<file path="src/rtl/closest_hit_resolver_pkg.sv">
// closest_hit_resolver_pkg: shared hit types (Fixed, HitData, SurfaceType, primitive index) for the resolver
package closest_hit_resolver_pkg;
    typedef logic signed [31:0] fixed_t;
    localparam int PRIMITIVE_INDEX_W = 16;
    typedef logic [PRIMITIVE_INDEX_W-1:0] primitive_index_t;
    localparam primitive_index_t NULL_PRIMITIVE_INDEX = '1;
    typedef enum logic [1:0] {ST_None, ST_Diffuse, ST_Mirror, ST_Glass} surface_type_e;
    typedef struct packed {
        logic             b_hit;
        primitive_index_t pi;
        logic [23:0]      color;
        fixed_t           t;
        surface_type_e    surface_type;
        logic [47:0]      normal;
    } hit_data_t;
    function automatic hit_data_t miss_record(fixed_t t);
        hit_data_t m;
        m = '0;
        m.pi = NULL_PRIMITIVE_INDEX;
        m.surface_type = ST_None;
        m.t = t;
        return m;
    endfunction
endpackage

</file>
<file path="src/rtl/closest_hit_resolver_fixed_less.sv">
// fixed_less: signed Fixed compare, lt = a < b
import closest_hit_resolver_pkg::*;
module fixed_less (
    input  fixed_t a,
    input  fixed_t b,
    output logic   lt
);
    assign lt = a < b;
endmodule

</file>
<file path="src/rtl/closest_hit_resolver.sv">
// closest_hit_resolver: keeps the nearest accepted hit of a ray's beat stream and emits it (or a miss)
import closest_hit_resolver_pkg::*;
module closest_hit_resolver (
    input  logic        clk,
    input  logic        reset,
    input  logic        start,
    input  fixed_t      t_min,
    input  fixed_t      t_max,
    input  logic        hit_valid,
    output logic        hit_ready,
    input  hit_data_t   hit_in,
    input  logic        hit_last,
    output logic        out_valid,
    input  logic        out_ready,
    output hit_data_t   out_hit,
    output logic [15:0] out_beats,
    output logic        busy
);
    typedef enum logic [1:0] {IDLE, SCAN, EMIT} state_e;
    state_e state, state_n;
    fixed_t t_min_q;
    logic fire, below_min, closer, take;
    assign hit_ready = state == SCAN;
    assign out_valid = state == EMIT;
    assign busy      = state != IDLE;
    assign fire      = hit_valid && hit_ready;
    // out_hit doubles as the running best, so its T is the strict upper bound (t_max until a hit lands)
    fixed_less u_min_chk  (.a(hit_in.t), .b(t_min_q),   .lt(below_min));
    fixed_less u_best_chk (.a(hit_in.t), .b(out_hit.t), .lt(closer));
    assign take = hit_in.b_hit && !below_min && closer;
    always_comb begin
        state_n = (state == IDLE && start)             ? SCAN :
                  (state == SCAN && fire && hit_last)  ? EMIT :
                  (state == EMIT && out_ready)         ? IDLE : state;
    end
    always_ff @(posedge clk) begin
        if (reset) state <= IDLE;
        else       state <= state_n;
    end
    always_ff @(posedge clk) begin
        if (reset) begin
            t_min_q   <= '0;
            out_hit   <= miss_record('0);
            out_beats <= '0;
        end else if (state == IDLE && start) begin
            t_min_q   <= t_min;
            out_hit   <= miss_record(t_max);
            out_beats <= '0;
        end else if (fire) begin
            if (take) out_hit <= hit_in;
            out_beats <= (out_beats == 16'hFFFF) ? out_beats : out_beats + 16'd1;
        end
    end
endmodule

</file>
<file path="config.mk">
export PLATFORM = sky130hd
export DESIGN_NAME = closest_hit_resolver
export DESIGN_NICKNAME = d
export VERILOG_FILES = /design/src/rtl/closest_hit_resolver_pkg.sv /design/src/rtl/closest_hit_resolver_fixed_less.sv /design/src/rtl/closest_hit_resolver.sv
export SDC_FILE = /design/constraint.sdc
export NUM_CORES = 1
export LEC_CHECK = 0
export BUFFER_PORTS_ARGS = -buffer_cell sky130_fd_sc_hd__buf_4
export CORE_UTILIZATION = 30
export CTS_CLUSTER_DIAMETER = 30
export CTS_CLUSTER_SIZE = 14
export DETAILED_ROUTE_END_ITERATION = 8
export GPL_TIMING_DRIVEN = 1
export SYNTH_ARGS = -nofsm -noshare
export SYNTH_HDL_FRONTEND = slang
export SYNTH_SLANG_ARGS = --single-unit
</file>
<file path="constraint.sdc">
create_clock -name clk -period 5.5 [get_ports clk]
set_input_delay 0.825 -clock clk [delete_from_list [all_inputs] [get_ports clk]]
set_output_delay 0.825 -clock clk [all_outputs]
set_load 0.005 [all_outputs]
</file>
== Word-level counts from Yosys, hierarchy flattened ==
Index checks and enable logic that the tools add are counted.

* Word-level logic and storage cells: 41
* Bits in registers: 173
* Input bits: 193

* Equal/unequal tests: 3
* $add $sub $neg: 1
* Reductions and logical operators: 18
* $lt $le $gt $ge: 2
* Bitwise logic cells: 1
* Muxes and demuxes: 6

{| class="wikitable"
|+ Operators with widths
! kind !! count
|-
| 82-bit two-way mux || 3
|-
| 32-bit less-than comparator || 2
|-
| 16-bit by 1-bit adder with 16-bit output, second input constant || 1
|-
| 16-bit == test, second input constant || 1
|-
| 2-bit nonzero test || 4
|-
| 1-bit logical AND || 7
|-
| 2-bit AND reduction || 3
|-
| 2-bit two-way mux || 2
|-
| 3-bit nonzero test || 1
|-
| 2-bit by 1-bit == test with 1-bit output, second input constant || 1
|-
| 2-bit == test, second input constant || 1
|-
| 2-bit logical NOT || 1
|-
| 2-bit OR reduction || 1
|-
| 1-bit logical NOT || 1
|-
| 1-bit two-way mux || 1
|-
| 1-bit NOT || 1
|}

== Longest topological paths before layout ==
Gate-level depths: netlist (run 1).

* Depth after elaboration: 7
* Depth in mapped cells: 13
* Gate-level depth less buffers: 10

== Cells and area by module ==
A second synthesis (run 1) with hierarchy kept.

* Cell total of the unflattened synthesis: 1045
* Area, all modules: 8125.3 µm²

{| class="wikitable"
|+ By module, submodules not included
! module !! area each (µm²) !! cells each !! sequential area each (µm²) !! instances
|-
| closest_hit_resolver || 6546.3 || 829 || 3463.3 || 1
|-
| fixed_less || 789.5 || 108 || 0.0 || 2
|}

== Least setup slack after synthesis (run 1) ==
Ideal clock, no wire load.

* Path kind: input to register
* From: input port hit_in[52] (netlist bit)
* To: register out_hit[106] (netlist bit)
* Path buffers: 3
* Stages on the path: 12
* Arrival: 2867 ps
* Required time: 5369 ps
* Setup slack: 2503 ps
* Cells stage by stage: ha_1 > a211o_1 > a31oi_1 > o21ai_1 > a221oi_2 > and4_1 > o2bb2a_4 > buf_6 > buf_8 > buf_6 > mux2i_1 > nand2_1

* Word-level cells in the longest chain between the ends: 5
* Elaborated cells on any way between the ends: 6
* Those cells by class: order compare (2); reduce/logical (4)

{| class="wikitable"
|+ RTL lines
! element !! line !! RTL
|-
| start: declaration || closest_hit_resolver.sv:11 || <nowiki>input hit_data_t hit_in,</nowiki>
|-
| 32-bit less-than comparator || closest_hit_resolver_fixed_less.sv:8 || <nowiki>assign lt = a < b;</nowiki>
|-
| 1-bit logical NOT || closest_hit_resolver.sv:30 || <nowiki>assign take = hit_in.b_hit && !below_min && closer;</nowiki>
|-
| 1-bit logical AND || closest_hit_resolver.sv:30 ||
|-
| 1-bit logical AND * || closest_hit_resolver.sv:30 ||
|-
| 2-bit AND reduction (no source line) * || - ||
|-
| end signal: assignment || closest_hit_resolver.sv:43 || <nowiki>out_hit <= miss_record('0);</nowiki>
|-
| end signal: assignment || closest_hit_resolver.sv:47 || <nowiki>out_hit <= miss_record(t_max);</nowiki>
|-
| end signal: assignment || closest_hit_resolver.sv:50 || <nowiki>if (take) out_hit <= hit_in;</nowiki>
|-
| end: declaration || closest_hit_resolver.sv:15 || <nowiki>output hit_data_t out_hit,</nowiki>
|}

Every way passes the cells marked *; elsewhere a longest branch is shown, timed or not.
A chain may end at the register's enable or synchronous reset.

== Worst setup path in the final report (run 1) ==
* From: input port hit_in[79] (netlist bit)
* To: register out_hit[65] (netlist bit)

* Word-level cells in the longest chain between the ends: 6
* Elaborated cells on any way between the ends: 7
* Those cells by class: order compare (2); reduce/logical (5)

{| class="wikitable"
|+ RTL lines
! element !! line
|-
| 32-bit less-than comparator || closest_hit_resolver_fixed_less.sv:8
|-
| 1-bit logical NOT || closest_hit_resolver.sv:30
|-
| 1-bit logical AND || closest_hit_resolver.sv:30
|-
| 1-bit logical AND * || closest_hit_resolver.sv:30
|-
| 2-bit nonzero test (no source line) * || -
|-
| 2-bit AND reduction (no source line) * || -
|}

Marks and branches as above.

==> out/qor.yml, run 1 <==
r2r-end: "out_hit[65]"
placed_area_um2: 10800
cts-root-buf: "clkbuf_16"
yosysMostFrequentCell: "dfxtp_1"
r2r_setup_slack_ns: 2.04
ctsResizeCount: 0
drtPass1Iterations: 6
path_cells: "buf_4 > ha_1 > nand4_1 > nor4_2 > and2_1 > a221oi_2 > a211oi_1 > o2bb2a_4 > buf_4 > mux2i_1 > a211oi_1"
fin_crit_sh_pct: 65.0
crit_path_start_kind: "primary input"
insertedDiodeCount: 0
skew_ns: 0.0172
tns_ns: 0
coreArea_um2: 26300
rows: 59
synth_area_per_cell_um2: 9.16
r2r-start: "out_hit[79]"
p_clk_share_pct: 41.5
chipHeight_um: 166
drtIter0Drc: 316
grt_pass1_vias: 7255
num-nets-final: 1454
violations: "DRC"
clk_pin_slew_ns: 0.07
critPathCaptureType: "flop"
avgViaCountPerCell: 4.60
num-fill-cells: 2649
synthToLayoutAreaGrowth_pct: 41.1
die_area_um2: 27700
synthDistinctLibCells: 42
hold_path_class: "flop to flop"
seqCellArea_um2: 3460
worstSetupPathDepth: 11
start_util_pct: 30.9
io-pin-count: 335
fin_area_um2: 11500
cp_max_fo: 34
io_buffers: 334
grt_pass1_wl_mm: 38.9
ys_seq_elements: 173
max_cap_violations: 0
hold_end: "t_min_q[27]"
switchingPower_mw: 0.875
antenna_found_initial: 0
synth_top_area_cell: "dfxtp_1"
slew_headroom_pct: 22.5
vias: 7118
clock_latency_ns: 0.43
drtAntennaViolNets: 0
max_freq_ghz: 0.280
routedWlPerCell_um: 16.0
ys_top_cells_by_count: "dfxtp_1, nor2_1, mux2i_1"
stdcell_count: 1546
power.leakage_nw: 4.79
layout-drive-gt1-share_pct: 31.1
outcome: "finished with violations"
power_frac_seq_pct: 43.8
synthTopCellsByArea: "dfxtp_1, mux2i_1, ha_1"
ys.flop_type: "dfxtp_1"
min_from: "t_min_q[27]"
rsz0062_at_grt: "no"
grtUsageTotal_pct: 17.7
swShare_pct: 28.9
cts_tree: "done"
critPathSlowestCell: "o2bb2a_4"
p_int_mw: 2.15
routed_wl_mm: 24.7
cp.required_ns: 5.76
max_stage_delay_ns: 0.60
ir_worst_vdd_v: 0.000194
synth_top_area_share_pct: 42.7
hold_viol: 0
syn_area_um2: 8120
cts_setup_buffers: 0
r2r_cells: 11
critical_path.top_delay_family: "compound AO/OA/AOI/OAI gates"
dp_hpwl_mm: 18.6
crit_type: "primary input to flop"
arrival_ns: 3.83
combPwrFrac_pct: 14.7
slew_viol_final: 0
cts-hold-fix-buffers: 0
htreeDepth: 4
synth_nets: 1142
gp_congestion: 0.826
cts_max_path_buffers: 2
powerDensity_nw_per_um2: 264
grt_max_degree: 97
worst_slew_pin_slew_ns: 1.16
synth_edf_count: 0
die_w_um: 166
whs_path_depth: 2
cp_num_buf_inv: 2
ys_async_sr_fraction_pct: 0
synth_warnings: 0
grt_overflow: 0
cts_buffers: 17
dp_cells: 1514
drc: 16
seq_area_frac_synth_pct: 42.7
clock_sinks: 173
synthCells: 886
multiInputGateArea_um2: 4130
setup_viol_count_final: 0
finalCriticalPeriod_ns: 3.58
[power groups by stage]
stage	sequential [mW]	combinational (mW)	clock, mW
final	1.32	0.444	1.25
after global routing	1.33	0.500	1.35
after CTS	1.32	0.451	1.30
after detailed placement	1.35	0.449	0
after global placement	1.35	0.443	0
after floorplan	1.35	0.226	0
[registers in the layout, indices dropped and copies added (netlist names)]
| register | flops |
|---|---|
| out_hit | 123 |
| t_min_q | 32 |
| out_beats | 16 |
| state | 2 |
[through the flow]
stage	worst slack [ns]	hold WS, ns	util (%)	power, mW
3_3_place_gp	1.52	0.444	41.2	1.80
3_5_place_dp	1.47	0.447	41.2	1.80
6_report	1.92	0.455	43.6	3.02
5_1_grt	1.62	0.477	43.6	3.18
4_1_cts	1.91	0.458	43.6	3.07
2_1_floorplan	2.50	0.436	-	1.57
[kinds of logic after synthesis]
| family | Yosys count | synth area share [%] |
|---|---|---|
| xor gates and xnor gates | 14 | 1.51 |
| AOI/OAI and AO/OA | 125 | 10.1 |
| DFF | 173 | 42.7 |
| muxes | 124 | 15.3 |
| and+or+nand+nor | 272 | 14.0 |
| buffers and inverters | 115 | 6.70 |
| adders and majority gates | 63 | 9.71 |
[cell type report]
type | instances | share of cell area, %
Clock buffer | 17 | 3.72
Clock inverter | 15 | 1.76
Inverter | 69 | 2.26
Multi-Input combinational cell | 598 | 36.0
Sequential cell | 173 | 30.2
Tap cell | 335 | 3.66
Timing Repair Buffer | 339 | 22.3
[layout by cell type (no fill, tap or decap), drive strengths merged, types with 10 or more instances in the layout]
cell type	instances
a211oi	36
a21o	13
a21oi	48
buf	339
clkbuf	17
dfxtp	173
ha	63
inv	76
mux2i	124
nand2	89
nand4	17
nor2	137
o21ai	12
xor2	10
[tightest hold or removal path, cell delays in order (launching register included)]
cell and delay [ns]:
dfxtp_1 0.31, nand2_1 0.05, a21oi_1 0.05
[worst max path at each step]
stage / start / to / slack, ns
6_report: hit_in[79] / out_hit[65] / 1.92
4_1_cts: hit_in[79] / out_hit[65] / 1.91
2_1_floorplan: hit_in[52] / out_hit[106] / 2.50
5_1_grt: hit_in[79] / out_hit[65] / 1.62
3_3_place_gp: hit_in[79] / out_hit[119] / 1.52
3_5_place_dp: hit_in[79] / out_hit[65] / 1.47
[per-layer routing]
| layer | vias to the layer above | GRT usage, % | share of wire [%] |
|---|---|---|---|
| met3 | 18 | 4.61 | 6.1 |
| met4 | 0 | 4.59 | 1.2 |
| met1 | 3269 | 21.5 | 43 |
| met5 | - | 0 | 0 |
| met2 | 191 | 30.9 | 49 |
| li1 | 3640 | - | - |
Power figures use the tool's default switching activity.
==> inputs of run 2 (changes only) <==
--- a/config.mk
+++ b/config.mk
@@ -5,6 +5,7 @@
 export SDC_FILE = /design/constraint.sdc
 export NUM_CORES = 1
 export LEC_CHECK = 0
+export ABC_AREA = 1
 export BUFFER_PORTS_ARGS = -buffer_cell sky130_fd_sc_hd__buf_4
 export CORE_UTILIZATION = 30
 export CTS_CLUSTER_DIAMETER = 30
==> constraint.sdc (replaced) <==
create_clock -name clk -period 3.7 [get_ports clk]
set_input_delay 0.555 -clock clk [delete_from_list [all_inputs] [get_ports clk]]
set_output_delay 0.555 -clock clk [all_outputs]
set_load 0.005 [all_outputs]
==> out/qor.yml, run 2 <==
drtAntennaViolNets: 0
cp.required_ns: 4.03
synth_edf_count: 0
yosysMostFrequentCell: "nor2_1"
rows: 61
ys.flop_type: "dfxtp_1"
ctsResizeCount: 0
max_freq_ghz: 0.356
synth_top_area_share_pct: 40.5
placed_area_um2: 11300
cts_max_path_buffers: 2
dp_hpwl_mm: 18.9
crit_type: "flop to flop"
drtPass1Iterations: 5
critPathCaptureType: "flop"
avgViaCountPerCell: 4.49
die_area_um2: 29200
synth_warnings: 0
hold_path_class: "primary input to flop"
r2r_cells: 15
cp_num_buf_inv: 2
cts-root-buf: "clkbuf_16"
final_common_cell: "buf_4"
synthToLayoutAreaGrowth_pct: 38.7
fin_crit_sh_pct: 76.0
synthCells: 1194
coreArea_um2: 27900
top_regs: "out_hit x123, t_min_q x32, out_beats x16"
ys_top_cells_by_count: "nor2_1, nand2_1, dfxtp_1"
drc: 0
htreeDepth: 4
synth_nets: 1450
clock_latency_ns: 0.43
ys_async_sr_fraction_pct: 0
cts_setup_buffers: 0
regMostFlops: "out_hit"
io-pin-count: 335
tns_ns: 0
cts_buffers: 17
cts-hold-fix-buffers: 0
cts_tree: "done"
die_w_um: 171
grt_overflow: 0
powerDensity_nw_per_um2: 382
wl_met1_mm: 12.1
arrival_ns: 3.14
num-nets-final: 1749
synthTopCellsByArea: "dfxtp_1, nor2_1, ha_1"
routedWlPerCell_um: 14.0
syn_area_um2: 8560
ir_worst_vdd_v: 0.000264
top_layer_used: "met4"
power.leakage_nw: 5.49
clock_sinks: 173
hold_slack_ns: 0.322
critPathSlowestCell: "dfxtp_1"
synthDistinctLibCells: 37
gp_congestion: 0.808
crit_path_start_kind: "flop"
path_common_cell: "nand2_1"
outcome: "completed"
cp_max_fo: 97
worst_slew_pin_slew_ns: 1.08
antenna_found_initial: 0
seq_area_frac_synth_pct: 40.5
largest_reg_flops: 123
slew_headroom_pct: 27.7
routed_wl_mm: 26.4
max_cap_violations: 0
chipHeight_um: 171
totalPowerFinal_mw: 4.53
path_cells: "inv_1 > ha_1 > a21oi_1 > nor2_1 > nor3_1 > nand2_1 > nand2_1 > nand2_1 > nand2_1 > a21oi_1 > nor2_2 > nand2_4 > buf_12 > o21ai_0 > nor2_1"
insertedDiodeCount: 0
drtIter0Drc: 452
start_util_pct: 30.6
skew_ns: 0.0166
hold_viol: 0
fin_area_um2: 11900
max_stage_delay_ns: 0.36
synth_area_per_cell_um2: 7.17
synth_top_area_cell: "dfxtp_1"
most-common-layout-cells: "buf_4, nor2_1, nand2_1"
clk_pin_slew_ns: 0.08
whs_path_depth: 3
grt_pass1_wl_mm: 40.6
critical_path.top_delay_family: "simple AND/OR/NAND/NOR gates"
setup_viol_count_final: 0
finalCriticalPeriod_ns: 2.81
worstSetupPathDepth: 15
wl_met3_mm: 1.46
rsz0062_at_grt: "no"
grt_max_degree: 98
grt_pass1_vias: 7864
wl_met2_mm: 12.5
ys_seq_elements: 173
slew_viol_final: 0
io_buffers: 334
vias: 8462
layout-drive-gt1-share_pct: 26.5
grtUsageTotal_pct: 17.7
## run 2: report_power, final
part | internal, mW | total, mW | leakage [nW] | switching [mW]
clock | 0.943 | 1.76 | 0.273 | 0.821
sequential | 1.93 | 1.97 | 1.41 | 0.0388
combinational | 0.364 | 0.797 | 3.81 | 0.434
total | 3.24 | 4.53 | 5.49 | 1.29
## run 2: per-stage QoR
step | setup slack (ns) | std cells | utilization, %
floorplan | 1.40 | 1194 | -
global placement | 0.650 | 1852 | 40.5
detailed placement | 0.635 | 1852 | 40.5
CTS | 0.909 | 1884 | 42.5
global route | 0.576 | 1884 | 42.5
finish | 0.887 | 1884 | 42.5
## run 2: area by class of cell
cell class | count | area [um^2]
Clock inverter | 14 | 141
Timing Repair Buffer | 343 | 2600
Clock buffer | 18 | 429
Fill cell | 2962 | 16100
Multi-Input combinational cell | 803 | 4190
Inverter | 155 | 583
Sequential cell | 173 | 3460
Tap cell | 378 | 473
## run 2: worst paths after layout
| path | from | end | slack [ns] |
|---|---|---|---|
| hold / removal | hit_in[118] | out_hit[118] | 0.32 |
| hold reg to reg | t_min_q[12] | t_min_q[12] | 0.47 |
| setup reg to reg | out_hit[55] | out_hit[104] | 0.89 |
| setup / recovery | out_hit[55] | out_hit[104] | 0.89 |
## run 2: kinds of logic (layout without fill, tap and decap cells)
kind of cell	count (synthesis)	in the layout	synth area share, %
simple gates	536	536	26.4
flops	173	173	40.5
fa+ha+maj	63	63	9.21
buf+inv	218	530	10.8
xor+xnor	2	2	0.205
compound gates	202	202	12.9
## run 2: worst min-delay path: cells and delay by family
family / cells / cell delay [ns]
and+or+nand+nor: 2 / 0.09
buffers and inverters: 1 / 0.08
## run 2: metal layers
layer | up-vias | GRT usage [%]
met5 | - | 0
met4 | 0 | 4.58
met3 | 19 | 4.40
met2 | 194 | 29.1
met1 | 3818 | 23.0
li1 | 4431 | -
==> inputs of run 3 (changes only) <==
==> constraint.sdc (replaced) <==
create_clock -name clk -period 2.4 [get_ports clk]
set_input_delay 0.36 -clock clk [delete_from_list [all_inputs] [get_ports clk]]
set_output_delay 0.36 -clock clk [all_outputs]
set_load 0.005 [all_outputs]
==> out/qor.yml, run 3 (synthesis results as in run 2) <==
critPathCaptureType: "flop"
tns_ns: 0
dp_hpwl_mm: 19.7
start_util_pct: 30.6
hold_viol: 0
drtAntennaViolNets: 0
most-common-layout-cells: "buf_4, nor2_1, nand2_1"
seqCellArea_um2: 3490
cp_max_fo: 29
max_freq_ghz: 0.419
skew_ns: 0.0175
synthToLayoutAreaGrowth_pct: 50.1
cts_tree: "done"
power.leakage_nw: 5.88
rows: 61
num-nets-final: 1802
fin_crit_sh_pct: 99.3
r2r-start: "t_min_q[31]"
layout-drive-gt1-share_pct: 33.5
cts_max_path_buffers: 2
hold_path_class: "primary input to flop"
ir_worst_vdd_v: 0.000361
clk_pin_slew_ns: 0.08
cts_buffers: 17
multiInputGateArea_um2: 4460
cts-root-buf: "clkbuf_16"
chipHeight_um: 171
finalCriticalPeriod_ns: 2.38
grt_overflow: 0
grt_pass1_vias: 8010
setup_viol_count_final: 0
htreeDepth: 4
rsz0062_at_grt: "yes"
coreArea_um2: 27900
antenna_found_initial: 0
slew_viol_final: 0
arrival_ns: 2.70
grtUsageTotal_pct: 17.7
num-fill-cells: 2865
fin_area_um2: 12800
powerDensity_nw_per_um2: 565
dp_cells: 1883
min_from: "hit_in[113]"
final_common_cell: "buf_4"
drtIter0Drc: 405
drtPass1Iterations: 4
cp-startpoint: "t_min_q[31]"
crit_type: "flop to flop"
grt_pass1_wl_mm: 40.9
max_cap_violations: 0
insertedDiodeCount: 0
clock_sinks: 173
gp_congestion: 0.809
crit_path_start_kind: "flop"
clock_latency_ns: 0.43
avgViaCountPerCell: 4.55
worst_slew_pin_slew_ns: 1.01
slew_headroom_pct: 32.6
placed_area_um2: 11600
stdcell_count: 1936
io_buffers: 334
die_w_um: 171
routed_wl_mm: 29.1
io-pin-count: 335
r2r_setup_slack_ns: 0.02
regMostFlops: "out_hit"
drc: 0
vias: 8805
cp.required_ns: 2.71
die_area_um2: 29200
grt_max_degree: 97
outcome: "completed"
largest_reg_flops: 123
top_regs: "out_hit x123, t_min_q x32, out_beats x16"
routedWlPerCell_um: 15.1
-- run 3: worst max-delay path: stages (launching register included) --
cell      delay (ns)
dfxtp_2         0.33
inv_2           0.05
ha_4            0.25
buf_4           0.14
a21oi_1         0.16
o211ai_1        0.12
nor2_2          0.19
buf_4           0.15
nand3_2         0.09
nand2_4         0.13
nand2_8         0.10
buf_4           0.16
buf_12          0.16
o21ai_0         0.17
nor2_1          0.06
-- run 3: final cells by class --
class | count | area share, %
sequential | 173 | 27.1
tap | 378 | 3.68
inverter | 155 | 4.63
clock inverter | 14 | 1.16
timing repair buffer | 396 | 25.4
clock buffer | 17 | 3.31
multi-input combinational | 803 | 34.7
-- run 3: metal layers --
layer	GRT usage (%)	routed length, um	vias to the layer above
met3	3.98	1720	19
met2	29.9	13900	212
met1	22.6	13100	4047
met5	0	0	-
li1	-	-	4527
met4	4.19	408	0
-- run 3: repair_timing --
| item | CTS | global route |
|---|---|---|
| buffers inserted | 0 | 10 |
| cloned | 0 | 12 |
| pin swaps | 1 | 18 |
| setup endpoints to repair | 10 | 123 |
| hold buffers | 0 | 0 |
| gates resized for setup | 3 | 120 |
-- run 3: worst paths after layout --
check        cells after the start      endpoint
max                             14  out_hit[103]
min                              3  out_hit[113]
max reg2reg                     14  out_hit[103]
min reg2reg                      2    t_min_q[0]
-- run 3: metrics by stage --
step	hold WS (ns)	worst slack, ns	power (mW)	util [%]
2_1_floorplan	0.443	0.271	3.78	-
3_3_place_gp	0.456	-0.126	4.39	41.5
3_5_place_dp	0.459	-0.145	4.41	41.5
4_1_cts	0.105	-0.00287	7.20	43.6
5_1_grt	0.117	-0.122	7.64	46.0
6_report	0.126	0.0157	7.25	46.0
-- run 3: power by group --
part           switching [mW]  internal [mW]  leakage, nW
registers              0.0529           2.98         1.41
logic                   0.765          0.704         4.19
clock network            1.36           1.39        0.272
